--- src/rtl/alu_op_sequencer.sv ---
// Command front-end for a pipelined 16-bit ALU: accepts one command, waits out the ALU latency,
// captures result and flags, and hands them back over a valid/ready result port.
module alu_op_sequencer #(
   parameter int unsigned Width      = 16,
   parameter int unsigned Opw        = 4,
   parameter int unsigned AluLatency = 1,
   parameter int unsigned CntW       = 16
) (
   input  logic             clk_i,
   input  logic             rst_ni,
   input  logic             cmd_valid_i,
   output logic             cmd_ready_o,
   input  logic [Opw-1:0]   cmd_op_i,
   input  logic [Width-1:0] cmd_a_i,
   input  logic [Width-1:0] cmd_b_i,
   input  logic             cmd_use_acc_i,
   output logic [Width-1:0] alu_a_o,
   output logic [Width-1:0] alu_b_o,
   output logic [Opw-1:0]   alu_op_o,
   input  logic [Width-1:0] alu_q_i,
   input  logic             alu_cb_i,
   input  logic             alu_zero_i,
   input  logic             alu_sign_i,
   input  logic             alu_cf_i,
   input  logic             alu_par_i,
   output logic             res_valid_o,
   input  logic             res_ready_i,
   output logic [Width-1:0] res_q_o,
   output logic [4:0]       res_flags_o,
   output logic             busy_o,
   output logic [CntW-1:0]  op_count_o
);

   typedef enum logic [1:0] {StIdle, StWait, StDone} state_e;

   localparam logic [3:0] LatInit = 4'(AluLatency);

   state_e           state_q, state_d;
   logic [3:0]       cnt_q, cnt_d;
   logic             cmd_ready_q, cmd_ready_d;
   logic [Width-1:0] alu_a_q, alu_a_d;
   logic [Width-1:0] alu_b_q, alu_b_d;
   logic [Opw-1:0]   alu_op_q, alu_op_d;
   logic [Width-1:0] res_q_q, res_q_d;
   logic [4:0]       res_flags_q, res_flags_d;
   logic [Width-1:0] acc_q, acc_d;
   logic [CntW-1:0]  op_count_q, op_count_d;

   always_ff @(posedge clk_i or negedge rst_ni) begin
      if (!rst_ni) begin
         state_q     <= StIdle;
         cnt_q       <= '0;
         cmd_ready_q <= 1'b0;
         alu_a_q     <= '0;
         alu_b_q     <= '0;
         alu_op_q    <= '0;
         res_q_q     <= '0;
         res_flags_q <= '0;
         acc_q       <= '0;
         op_count_q  <= '0;
      end else begin
         state_q     <= state_d;
         cnt_q       <= cnt_d;
         cmd_ready_q <= cmd_ready_d;
         alu_a_q     <= alu_a_d;
         alu_b_q     <= alu_b_d;
         alu_op_q    <= alu_op_d;
         res_q_q     <= res_q_d;
         res_flags_q <= res_flags_d;
         acc_q       <= acc_d;
         op_count_q  <= op_count_d;
      end
   end

   always_comb begin
      state_d     = state_q;
      cnt_d       = cnt_q;
      alu_a_d     = alu_a_q;
      alu_b_d     = alu_b_q;
      alu_op_d    = alu_op_q;
      res_q_d     = res_q_q;
      res_flags_d = res_flags_q;
      acc_d       = acc_q;
      op_count_d  = op_count_q;
      case (state_q)
         StIdle: begin
            if (cmd_valid_i && cmd_ready_q) begin
               alu_op_d = cmd_op_i;
               alu_b_d  = cmd_b_i;
               alu_a_d  = cmd_use_acc_i ? acc_q : cmd_a_i;
               cnt_d    = LatInit;
               state_d  = StWait;
            end
         end
         StWait: begin
            // Capture on the edge after the counter has reached zero.
            if (cnt_q == 4'd0) begin
               res_q_d     = alu_q_i;
               res_flags_d = {alu_par_i, alu_cf_i, alu_sign_i, alu_zero_i, alu_cb_i};
               acc_d       = alu_q_i;
               op_count_d  = op_count_q + CntW'(1);
               state_d     = StDone;
            end else begin
               cnt_d = cnt_q - 4'd1;
            end
         end
         StDone: begin
            if (res_ready_i) state_d = StIdle;
         end
         default: state_d = StIdle;
      endcase
      cmd_ready_d = (state_d == StIdle);
   end

   assign cmd_ready_o = cmd_ready_q;
   assign alu_a_o     = alu_a_q;
   assign alu_b_o     = alu_b_q;
   assign alu_op_o    = alu_op_q;
   assign res_valid_o = (state_q == StDone);
   assign res_q_o     = res_q_q;
   assign res_flags_o = res_flags_q;
   assign busy_o      = (state_q != StIdle);
   assign op_count_o  = op_count_q;

endmodule

--- config.mk ---
export PLATFORM = sky130hd
export DESIGN_NAME = alu_op_sequencer
export DESIGN_NICKNAME = d
export VERILOG_FILES = /design/src/rtl/alu_op_sequencer.sv
export SDC_FILE = /design/constraint.sdc
export NUM_CORES = 1
export LEC_CHECK = 0
export ABC_AREA = 1
export CAP_MARGIN = 10
export CORE_ASPECT_RATIO = 0.5
export CORE_MARGIN = 5
export CORE_UTILIZATION = 44
export CTS_CLUSTER_SIZE = 10
export DETAILED_ROUTE_END_ITERATION = 12
export GPL_ROUTABILITY_DRIVEN = 0
export GPL_TIMING_DRIVEN = 0
export PLACE_DENSITY = 0.82
export SLEW_MARGIN = 20
export SYNTH_ARGS = -nofsm -noshare
export SYNTH_HDL_FRONTEND = slang
export SYNTH_SLANG_ARGS = --single-unit
--- constraint.sdc ---
create_clock -name clk_i -period 1.5 [get_ports clk_i]
set_input_delay 0.3 -clock clk_i [delete_from_list [all_inputs] [get_ports clk_i]]
set_output_delay 0.3 -clock clk_i [all_outputs]
set_load 0.005 [all_outputs]
==> results of run 1 <==
==> worst reg2reg max path: stages, from the launching register on <==
cell     delay, ps
dfrtp_2        430
buf_4          140
nor2_2         140
nand3_2        170
nor2_2         170
nand3_1         90
nand2_1         90
nand2_1         50
==> metrics by stage <==
step | instance area (µm²) | util | setup slack [ps] | TNS [ps]
6_report | 5534 | 0.6993 | 28.63 | 0
4_1_cts | 5414 | 0.6841 | -3.358 | -3.358
3_3_place_gp | 5054 | 0.6386 | -2740 | -221660
2_1_floorplan | 3542 | - | 218.1 | 0
5_1_grt | 5534 | 0.6993 | -3.864 | -4.837
3_5_place_dp | 5071 | 0.6408 | -272.0 | -3138
==> path summary, 6_finish.rpt <==
path                                      startpoint                    endpoint  cells past startpoint
setup / recovery           op_count_o[8]$_DFFE_PN0N_               op_count_o[8]                      1
hold / removal                alu_b_o[8]$_DFFE_PN0P_      alu_b_o[8]$_DFFE_PN0P_                      2
setup reg to reg                state_q[1]$_DFF_PN0_  op_count_o[10]$_DFFE_PN0N_                      7
hold reg to reg               alu_b_o[8]$_DFFE_PN0P_      alu_b_o[8]$_DFFE_PN0P_                      2
max in group asynchronous                     rst_ni      alu_b_o[8]$_DFFE_PN0P_                      3
min in group asynchronous                     rst_ni        acc_q[7]$_DFFE_PN0N_                      2
==> sequential cells by signal, indices dropped and copies added, names as in the netlist <==
| name | flops |
|---|---|
| acc_q | 16 |
| alu_a_o | 16 |
| cmd_ready_o | 1 |
| state_q | 2 |
| res_flags_o | 5 |
| alu_b_o | 16 |
| cnt_q | 4 |
| alu_op_o | 4 |
| op_count_o | 16 |
==> synthesized netlist by cell type, drive strengths merged <==
cell type,count
nand2,175
dfrtp,80
o21ai,50
inv,40
nor2,28
nand3,16
buf,12
xor2,5
clkbuf,4
nand4,4
a21oi,3
ha,3
xnor2,3
o31ai,1
==> routing by layer <==
layer	vias to the layer above	wire length, µm	track usage
met5	-	0	0
met4	0	415	0.1040
met3	37	538	0.06293
met2	95	5221	0.3751
met1	1551	4224	0.2407
li1	1668	-	-
==> final cells by class <==
type / count / share of cell area
Clock buffer: 10 / 0.04318
Timing Repair Buffer: 158 / 0.2724
Sequential cell: 80 / 0.3622
Inverter: 40 / 0.02713
Tap cell: 112 / 0.02532
Multi-Input combinational cell: 289 / 0.2440
Buffer: 16 / 0.01944
Clock inverter: 6 / 0.006331
==> logic make-up after synthesis <==
group,share of synthesized area
buf+inv,0.06888
xor+xnor,0.01978
fa+ha+maj,0.01060
simple gates,0.2586
compound gates,0.07700
flops,0.5652
==> report_power, final <==
part	switching, µW	internal, µW	leakage [µW]
clock	864	1150	0.000134
combinational	1950	1830	0.00185
sequential	483	3060	0.00100
total	3300	6040	0.00299
==> what timing repair did <==
item,CTS,global route
setup buffers,16,3
endpoints found under the setup margin,66,55
endpoints found under the hold margin,39,0
hold buffers,1,0
gates resized for setup,63,37
pin swaps,0,2
cloned,0,1
==> summary.md, run 1 <==
| Metric | Value |
|---|---|
| Crit-path slowest cell | `clkdlybuf4s50_1` |
| Non-Filler Instances | `between 700 and 800` |
| Height of the die | `approximately 73 µm` |
| Worst slew pin tran | `roughly 540 ps` |
| Pin count of the biggest net entering global routing | `42` |
| Worst Hold Class | `flip-flop to flip-flop` |
| Vias per inst | `~4.7` |
| Vias in the first global route | `3,431` |
| Syn. warnings | `0` |
| Critical path required time | `about 1200 ps` |
| Die area | `0.01005 mm²` |
| H-tree depth | `3` |
| Largest buffer count on any clock path | `2` |
| Buf/Inv on CP | `1` |
| Synthesized Nets | `around 490` |
| Num rows | `23` |
| Final setup viols | `0` |
| Total Power | `a little over 9000 µW` |
| DP Cell Count | `about 670` |
| Final hold slack | `about 470 ps` |
| Register area | `0.002004 mm²` |
| Cell taking the most area after synthesis | `dfrtp_1` |
| Post-route DRC violation count | `0` |
| Diode count | `0` |
| Leak | `around 0.003 µW` |
| Seq/Total Area, Yosys | `0.5652` |
| Root Driver | `clkbuf_16` |
| Area of the multi-input gates | `roughly 0.0014 mm²` |
| Delay-heaviest family, CP | `buffers and inverters` |
| Routed WL per cell | `between 10 and 15 µm` |
| Max stage delay on crit path | `around 500 ps` |
| Synth Register Bits | `80` |
| HPWL Detailed | `around 7200 µm` |
| Critical Path Source Type | `flip-flop` |
| Post-Synthesis Cells | `between 400 and 500` |
| DR pass1 iterations | `4` |
| R2r setup slk | `around 100 ps` |
| First-pass GRT wire length | `16,420 µm` |
| Critical Path, Cell by Cell | `clkdlybuf4s50_1` |
| Area Growth Syn to Fin | `56.23%` |
| IO buf count | `roughly 140` |
| ANT nets after route | `0` |
| Ports | `138` |
| Width of the die | `between 100 and 150 µm` |
| Worst Path Max Fanout | `2` |
| Rel. slew slack | `0.6414` |
| Layout Nets | `659` |
| Remaining Overflow, GRT | `0` |
| Clock Latency Late Sink | `between 300 and 400 ps` |
| Commonest non-fill, non-tap cell in the layout | `nand2_1` |
| Post-synthesis cell type count | `23` |
| Most frequent cells in the layout | `nand2_1, dfrtp_1, clkdlybuf4s50_1` |
| CTS Buf Count | `9` |
| CTS tree | `done` |
| Fin crit share | `0.9809` |
| Initial antenna violation count | `0` |
| P per Cell Area | `1687 mW/mm²` |
| Total GRT Usage | `0.2130` |
| Final hold viol count | `0` |
| VDD IR max | `1019 µV` |
| Post-synth top area share | `0.5652` |
| Fraction of layout instances using a drive strength above 1 | `0.1252` |
| Core Footprint | `approximately 0.0079 mm²` |
| Filler instances | `616` |
| CP endpoint kind | `output port` |
| Largest cells by area after synthesis | `dfrtp_1, nand2_1, o21ai_0` |
| Post-synthesis area per instance | `around 8.4 µm²` |
| Clock slew seen by the registers of the worst setup and hold paths | `~60 ps` |
| Max-slew violations | `0` |
| Initial Util | `0.4476` |
| Minimum clock period | `between 1000 and 1500 ps` |
| Critical path class | `flip-flop to output port` |
| Mapped cell area | `between 0.003 and 0.004 mm²` |
| Status | `completed` |
| Maximum capacitance violations | `0` |
| # clock sinks | `80` |
| Clock Skews | `between 5 and 6 ps` |
| Fmax | `679.6 MHz` |
| Vias | `3,351` |
| Drt total wl | `10,400 µm` |
| CP arrival | `around 1200 ps` |
| Iter 0 DRT Violations | `170` |
No activity file was read; power rests on OpenSTA's default activity.
==> inputs of run 2 (changes only) <==
--- a/config.mk
+++ b/config.mk
@@ -9,12 +9,12 @@
 export CAP_MARGIN = 10
 export CORE_ASPECT_RATIO = 0.5
 export CORE_MARGIN = 5
-export CORE_UTILIZATION = 44
+export CORE_UTILIZATION = 41
 export CTS_CLUSTER_SIZE = 10
 export DETAILED_ROUTE_END_ITERATION = 12
 export GPL_ROUTABILITY_DRIVEN = 0
 export GPL_TIMING_DRIVEN = 0
-export PLACE_DENSITY = 0.82
+export PLACE_DENSITY = 0.77
 export SLEW_MARGIN = 20
 export SYNTH_ARGS = -nofsm -noshare
 export SYNTH_HDL_FRONTEND = slang
==> run 2 against run 1 <==
  * Cell area increased by 1.6%
  * Largest cell class unchanged
  * Setup slack improved by 13 ps
  * Sequential power about the same
  * Flip-flop and latch count unchanged
  * Non-clock buffer count unchanged
==> summary.md, run 2 (synthesized netlist as in run 1, its figures left out) <==
| Metric | Value |
|---|---|
| Leak | `between 0.003 and 0.004 µW` |
| Clock Skews | `approximately 6.9 ps` |
| # clock sinks | `80` |
| Minimum clock period | `1458 ps` |
| Fraction of layout instances using a drive strength above 1 | `0.1235` |
| HPWL Detailed | `around 7400 µm` |
| Die area | `around 0.011 mm²` |
| Worst slew pin tran | `around 500 ps` |
| Commonest non-fill, non-tap cell in the layout | `nand2_1` |
| Filler instances | `719` |
| Vias in the first global route | `between 3k and 4k` |
| Initial antenna violation count | `0` |
| Final setup viols | `0` |
| Core Footprint | `~0.0086 mm²` |
| Max-slew violations | `0` |
| P per Cell Area | `1712 mW/mm²` |
| Share of power burned in the clock network | `0.232` |
| Fin crit share | `0.9722` |
| Combinational Power Share | `0.400` |
| Total GRT Usage | `0.1930` |
| Diode count | `0` |
| Final hold viol count | `0` |
| Vias | `approximately 3.4k` |
| Switch Pwr | `approximately 3300 µW` |
| CTS Buf Count | `9` |
| Height of the die | `~76 µm` |
| Setup TNS | `0 ps` |
| Initial Util | `0.4139` |
| Area Growth Syn to Fin | `58.67%` |
| Rel. slew slack | `0.6659` |
| Drt total wl | `around 10,000 µm` |
| Num rows | `24` |
| Iter 0 DRT Violations | `189` |
| Maximum capacitance violations | `0` |
| CP endpoint kind | `flip-flop` |
| Most frequent cells in the layout | `nand2_1, dfrtp_1, clkdlybuf4s50_1` |
| Worst Path Max Fanout | `5` |
| Critical path required time | `between 1500 and 2000 ps` |
| Post-route DRC violation count | `0` |
| Vias per inst | `4.712` |
| Clock slew seen by the registers of the worst setup and hold paths | `around 60 ps` |
| CTS tree | `done` |
| Critical path class | `flip-flop to flip-flop` |
| Layout Nets | `659` |
| Root Driver | `clkbuf_16` |
| Largest buffer count on any clock path | `2` |
| DR pass1 iterations | `4` |
| IO buf count | `~140` |
| Width of the die | `roughly 140 µm` |
| Clock Latency Late Sink | `approximately 340 ps` |
| Pin count of the biggest net entering global routing | `57` |
| Switching share of power | `0.3456` |
| Reg power frac | `0.369` |
| Routed WL per cell | `approximately 15 µm` |
| VDD IR max | `911.0 µV` |
| H-tree depth | `3` |
| Ports | `about 140` |
| Critical Path Source Type | `flip-flop` |
| Internal power | `around 6300 µW` |
| Remaining Overflow, GRT | `0` |
| CP arrival | `approximately 1700 ps` |
| First-pass GRT wire length | `~16,000 µm` |
| Status | `completed` |
| Fin util | `0.6567` |
| ANT nets after route | `0` |
| Worst Hold Class | `primary input to asynchronous set/reset pin` |
| Fmax | `a little under 700 MHz` |
run 2: cell types whose count changed in the layout (fill, tap and decap cells not counted), moves of 2 or more:
cell            delta
buf_4              -2
buf_8              +2
clkbuf_1           +2
clkbuf_2           -2
clkinvlp_4         -2
dlygate4sd2_1      -5
dlymetal6s2s_1     +5
run 2: final cells by class:
| cell class | instances | area (µm²) | share of cell area |
|---|---|---|---|
| flip-flops and latches | 80 | 2004 | 0.3566 |
| plain buffers | 16 | 123.9 | 0.02204 |
| clock inverters | 5 | 53.80 | 0.009573 |
| inverters | 40 | 150.1 | 0.02671 |
| well taps | 117 | 146.4 | 0.02605 |
| multi-input cells | 289 | 1355 | 0.2411 |
| repair buffers | 158 | 1534 | 0.2729 |
| clock buffers | 11 | 252.7 | 0.04497 |
run 2: what timing repair did:
item / in CTS / in global routing
endpoints found under the setup margin: 69 / 53
setup buffers: 16 / 3
cloned: 0 / 1
hold buffers: 1 / 0
pin swaps: 1 / 2
resized for setup: 61 / 43
endpoints found under the hold margin: 24 / 0
run 2: worst max-delay path: stages, from the launching register on:
cell and delay (ps):
dfrtp_1 360, inv_1 140, ha_4 170, nand2_2 120, nor2_8 230, nand2_4 100
o21ai_1 160, nand2_1 60
run 2: final timing paths:
path / slack, ps / to / depth (start not counted) / from
max in group asynchronous: 460 / op_count_o[0]$_DFFE_PN0N_ / 3 / rst_ni
min in group clk_i: 470 / alu_op_o[2]$_DFFE_PN0P_ / 2 / alu_op_o[2]$_DFFE_PN0P_
max: 40 / op_count_o[8]$_DFFE_PN0N_ / 7 / cnt_q[1]$_DFFE_PN0P_
min: 440 / acc_q[8]$_DFFE_PN0N_ / 2 / rst_ni
max reg2reg: 40 / op_count_o[8]$_DFFE_PN0N_ / 7 / cnt_q[1]$_DFFE_PN0P_
min reg2reg: 470 / alu_op_o[2]$_DFFE_PN0P_ / 2 / alu_op_o[2]$_DFFE_PN0P_
run 2: metrics by stage:
stage	cells	cell area [µm²]	hold WS (ps)	worst slack, ps	power [µW]
CTS	712	5470	416.3	0.5473	9635
global placement	678	5060	458.0	-2747	7581
floorplan	424	3542	4.409	218.1	5248
detailed placement	679	5085	232.5	-217.8	7734
global route	716	5620	466.3	-34.08	10330
finish	716	5620	440.3	41.63	9622
run 2: power groups by stage:
stage          Sequential (µW)  Clock [µW]  Combinational [µW]
2_1_floorplan             3640           0                1610
6_report                  3550        2230                3840
3_3_place_gp              3570           0                4010
5_1_grt                   3660        2360                4310
3_5_place_dp              3610           0                4130
4_1_cts                   3540        2270                3820
run 2: routing by layer:
| metal | wire length [µm] | vias up | GRT usage |
|---|---|---|---|
| met2 | 5422 | 82 | 0.3342 |
| met1 | 4357 | 1610 | 0.2424 |
| met4 | 220 | 0 | 0.06809 |
| li1 | - | 1664 | - |
| met3 | 488 | 18 | 0.04828 |
| met5 | 0 | - | 0 |
==> inputs of run 3 (changes only) <==
--- a/config.mk
+++ b/config.mk
@@ -13,7 +13,6 @@
 export CTS_CLUSTER_SIZE = 10
 export DETAILED_ROUTE_END_ITERATION = 12
 export GPL_ROUTABILITY_DRIVEN = 0
-export GPL_TIMING_DRIVEN = 0
 export PLACE_DENSITY = 0.77
 export SLEW_MARGIN = 20
 export SYNTH_ARGS = -nofsm -noshare
==> run 3 against run 2 <==
  * Fmax decreased by 0.87%
  * Clock-buffer cell count grew 2
  * Clock skew fell by 2.3 ps
  * Highest routed layer unchanged
==> summary.md, run 3 (synthesized netlist as in run 1, its figures left out) <==
| Metric | Value |
|---|---|
| Leak | `0.003095 µW` |
| HPWL Detailed | `around 7100 µm` |
| Iter 0 DRT Violations | `roughly 180` |
| Reg2reg end | `op_count_o[9]$_DFFE_PN0N_` |
| Critical Path Source Type | `flip-flop` |
| Vias in the first global route | `between 3k and 4k` |
| Final worst slack | `between 20 and 30 ps` |
| Width of the die | `roughly 140 µm` |
| Routed WL per cell | `about 14 µm` |
| Fin crit share | `0.9808` |
| CP endpoint kind | `output port` |
| Max stage delay on crit path | `around 500 ps` |
| Worst Path Max Fanout | `2` |
| Worst slew pin tran | `between 400 and 500 ps` |
| Critical path class | `flip-flop to output port` |
| R2r setup slk | `~60 ps` |
| Pin count of the biggest net entering global routing | `42` |
| RSZ-0062 raised after global routing | `false` |
| Total Power | `slightly below 10,000 µW` |
| Remaining Overflow, GRT | `0` |
| Height of the die | `approximately 76 µm` |
| ANT nets after route | `0` |
| Clock slew seen by the registers of the worst setup and hold paths | `about 60 ps` |
| Commonest non-fill, non-tap cell in the layout | `nand2_1` |
| CTS tree | `done` |
| Worst flop-to-flop path startpoint | `state_q[1]$_DFF_PN0_` |
| Initial antenna violation count | `0` |
| Non-Filler Instances | `between 700 and 800` |
| Clock Latency Late Sink | `~330 ps` |
| Cell Area, Placed | `0.005091 mm²` |
| Fmax | `679.7 MHz` |
| Filler instances | `697` |
| H-tree depth | `3` |
| Design area | `roughly 0.0056 mm²` |
| Worst r2r path cells | `6` |
| DR pass1 iterations | `4` |
| Vias | `between 3k and 4k` |
| Clock Skews | `~4.7 ps` |
| Post-route DRC violation count | `0` |
| Vias per inst | `between 4 and 5` |
| VDD IR max | `~900 µV` |
| Rel. slew slack | `0.7199` |
| Final setup viols | `0` |
| Buf/Inv on CP | `1` |
| Maximum capacitance violations | `0` |
| P per Cell Area | `1723 mW/mm²` |
| Initial Util | `0.4139` |
| Core Footprint | `~0.0086 mm²` |
| Total GRT Usage | `0.1823` |
| Pre-CTS WS | `-95.39 ps` |
| Most frequent cells in the layout | `nand2_1, dfrtp_1, clkdlybuf4s50_1` |
| CTS Buf Count | `9` |
| Die area | `roughly 0.011 mm²` |
| Layout Nets | `roughly 650` |
| Worst Hold Class | `primary input to asynchronous set/reset pin` |
| Fraction of layout instances using a drive strength above 1 | `0.1180` |
| Root Driver | `clkbuf_16` |
| Setup TNS | `0 ps` |
| Max-slew violations | `0` |
| Crit-path slowest cell | `clkdlybuf4s50_1` |
| Area Growth Syn to Fin | `59.20%` |
| Critical Path, Cell by Cell | `clkdlybuf4s50_1` |
| CP arrival | `1170 ps` |
| First-pass GRT wire length | `roughly 15,000 µm` |
| Critical path required time | `1200 ps` |
| Drt total wl | `slightly above 10,000 µm` |
| Largest buffer count on any clock path | `2` |
| Delay-heaviest family, CP | `buffers and inverters` |
| Minimum clock period | `roughly 1500 ps` |
| Diode count | `0` |
| Final hold viol count | `0` |
| IO buf count | `around 140` |
| Num rows | `24` |
| Status | `completed` |
| # clock sinks | `80` |
| Ports | `between 100 and 150` |
| DP Cell Count | `670` |
run 3: cell count changes in the layout (fill, tap and decap cells not counted), sizes merged, moves of 2 or more:
| cell | delta |
|---|---|
| inv | -2 |
| dlymetal6s2s | +2 |
| dlygate4sd2 | -4 |
| clkdlybuf4s50 | +3 |
| buf | -2 |
run 3: worst max path at each step:
stage                                from                    endpoint  slack [ps]  cells past startpoint
finish              acc_q[11]$_DFFE_PN0N_                 res_q_o[11]          30                      1
global route         cnt_q[1]$_DFFE_PN0P_  op_count_o[10]$_DFFE_PN0N_         0.5                      8
CTS                  acc_q[8]$_DFFE_PN0N_                  res_q_o[8]           1                      1
detailed placement            cmd_valid_i     alu_b_o[11]$_DFFE_PN0P_        -100                      6
global placement              cmd_valid_i      alu_b_o[9]$_DFFE_PN0P_         -50                      6
floorplan            cnt_q[0]$_DFFE_PN0P_  op_count_o[10]$_DFFE_PN0N_         220                      8
run 3: timing repair:
item | in CTS | in global routing
hold buffers | 1 | 0
endpoints found under the setup margin | 82 | 46
pin swaps | 1 | 2
hold endpoints to repair | 28 | 0
cloned | 0 | 1
buffers inserted | 19 | 3
resized for setup | 54 | 35
run 3: area by class of cell:
cell class / count / area (µm²) / area share
tap: 117 / 146.4 / 0.02596
clock buffer: 13 / 250.2 / 0.04438
sequential: 80 / 2006 / 0.3557
inverter: 40 / 151.4 / 0.02685
timing repair buffer: 169 / 1687 / 0.2991
multi-input combinational: 288 / 1334 / 0.2365
clock inverter: 3 / 65.06 / 0.01154
run 3: through the flow:
stage / hold slack, ps / util
3_3_place_gp: 267.9 / 0.5949
5_1_grt: 489.2 / 0.6589
3_5_place_dp: 272.7 / 0.5949
4_1_cts: 458.1 / 0.6437
6_report: 453.5 / 0.6589
2_1_floorplan: 4.409 / -
run 3: report_power, final:
part           switching, µW  internal [µW]
Combinational           1910           1910
Sequential               504           3060
Clock                    833           1500
Total                   3250           6470
run 3: metal layers:
| metal | GRT usage | routed length (µm) | up-vias |
|---|---|---|---|
| met5 | 0 | 0 | - |
| met2 | 0.3416 | 5381 | 81 |
| met4 | 0.05957 | 197 | 0 |
| met3 | 0.04890 | 523 | 16 |
| li1 | - | - | 1648 |
| met1 | 0.2089 | 4094 | 1547 |
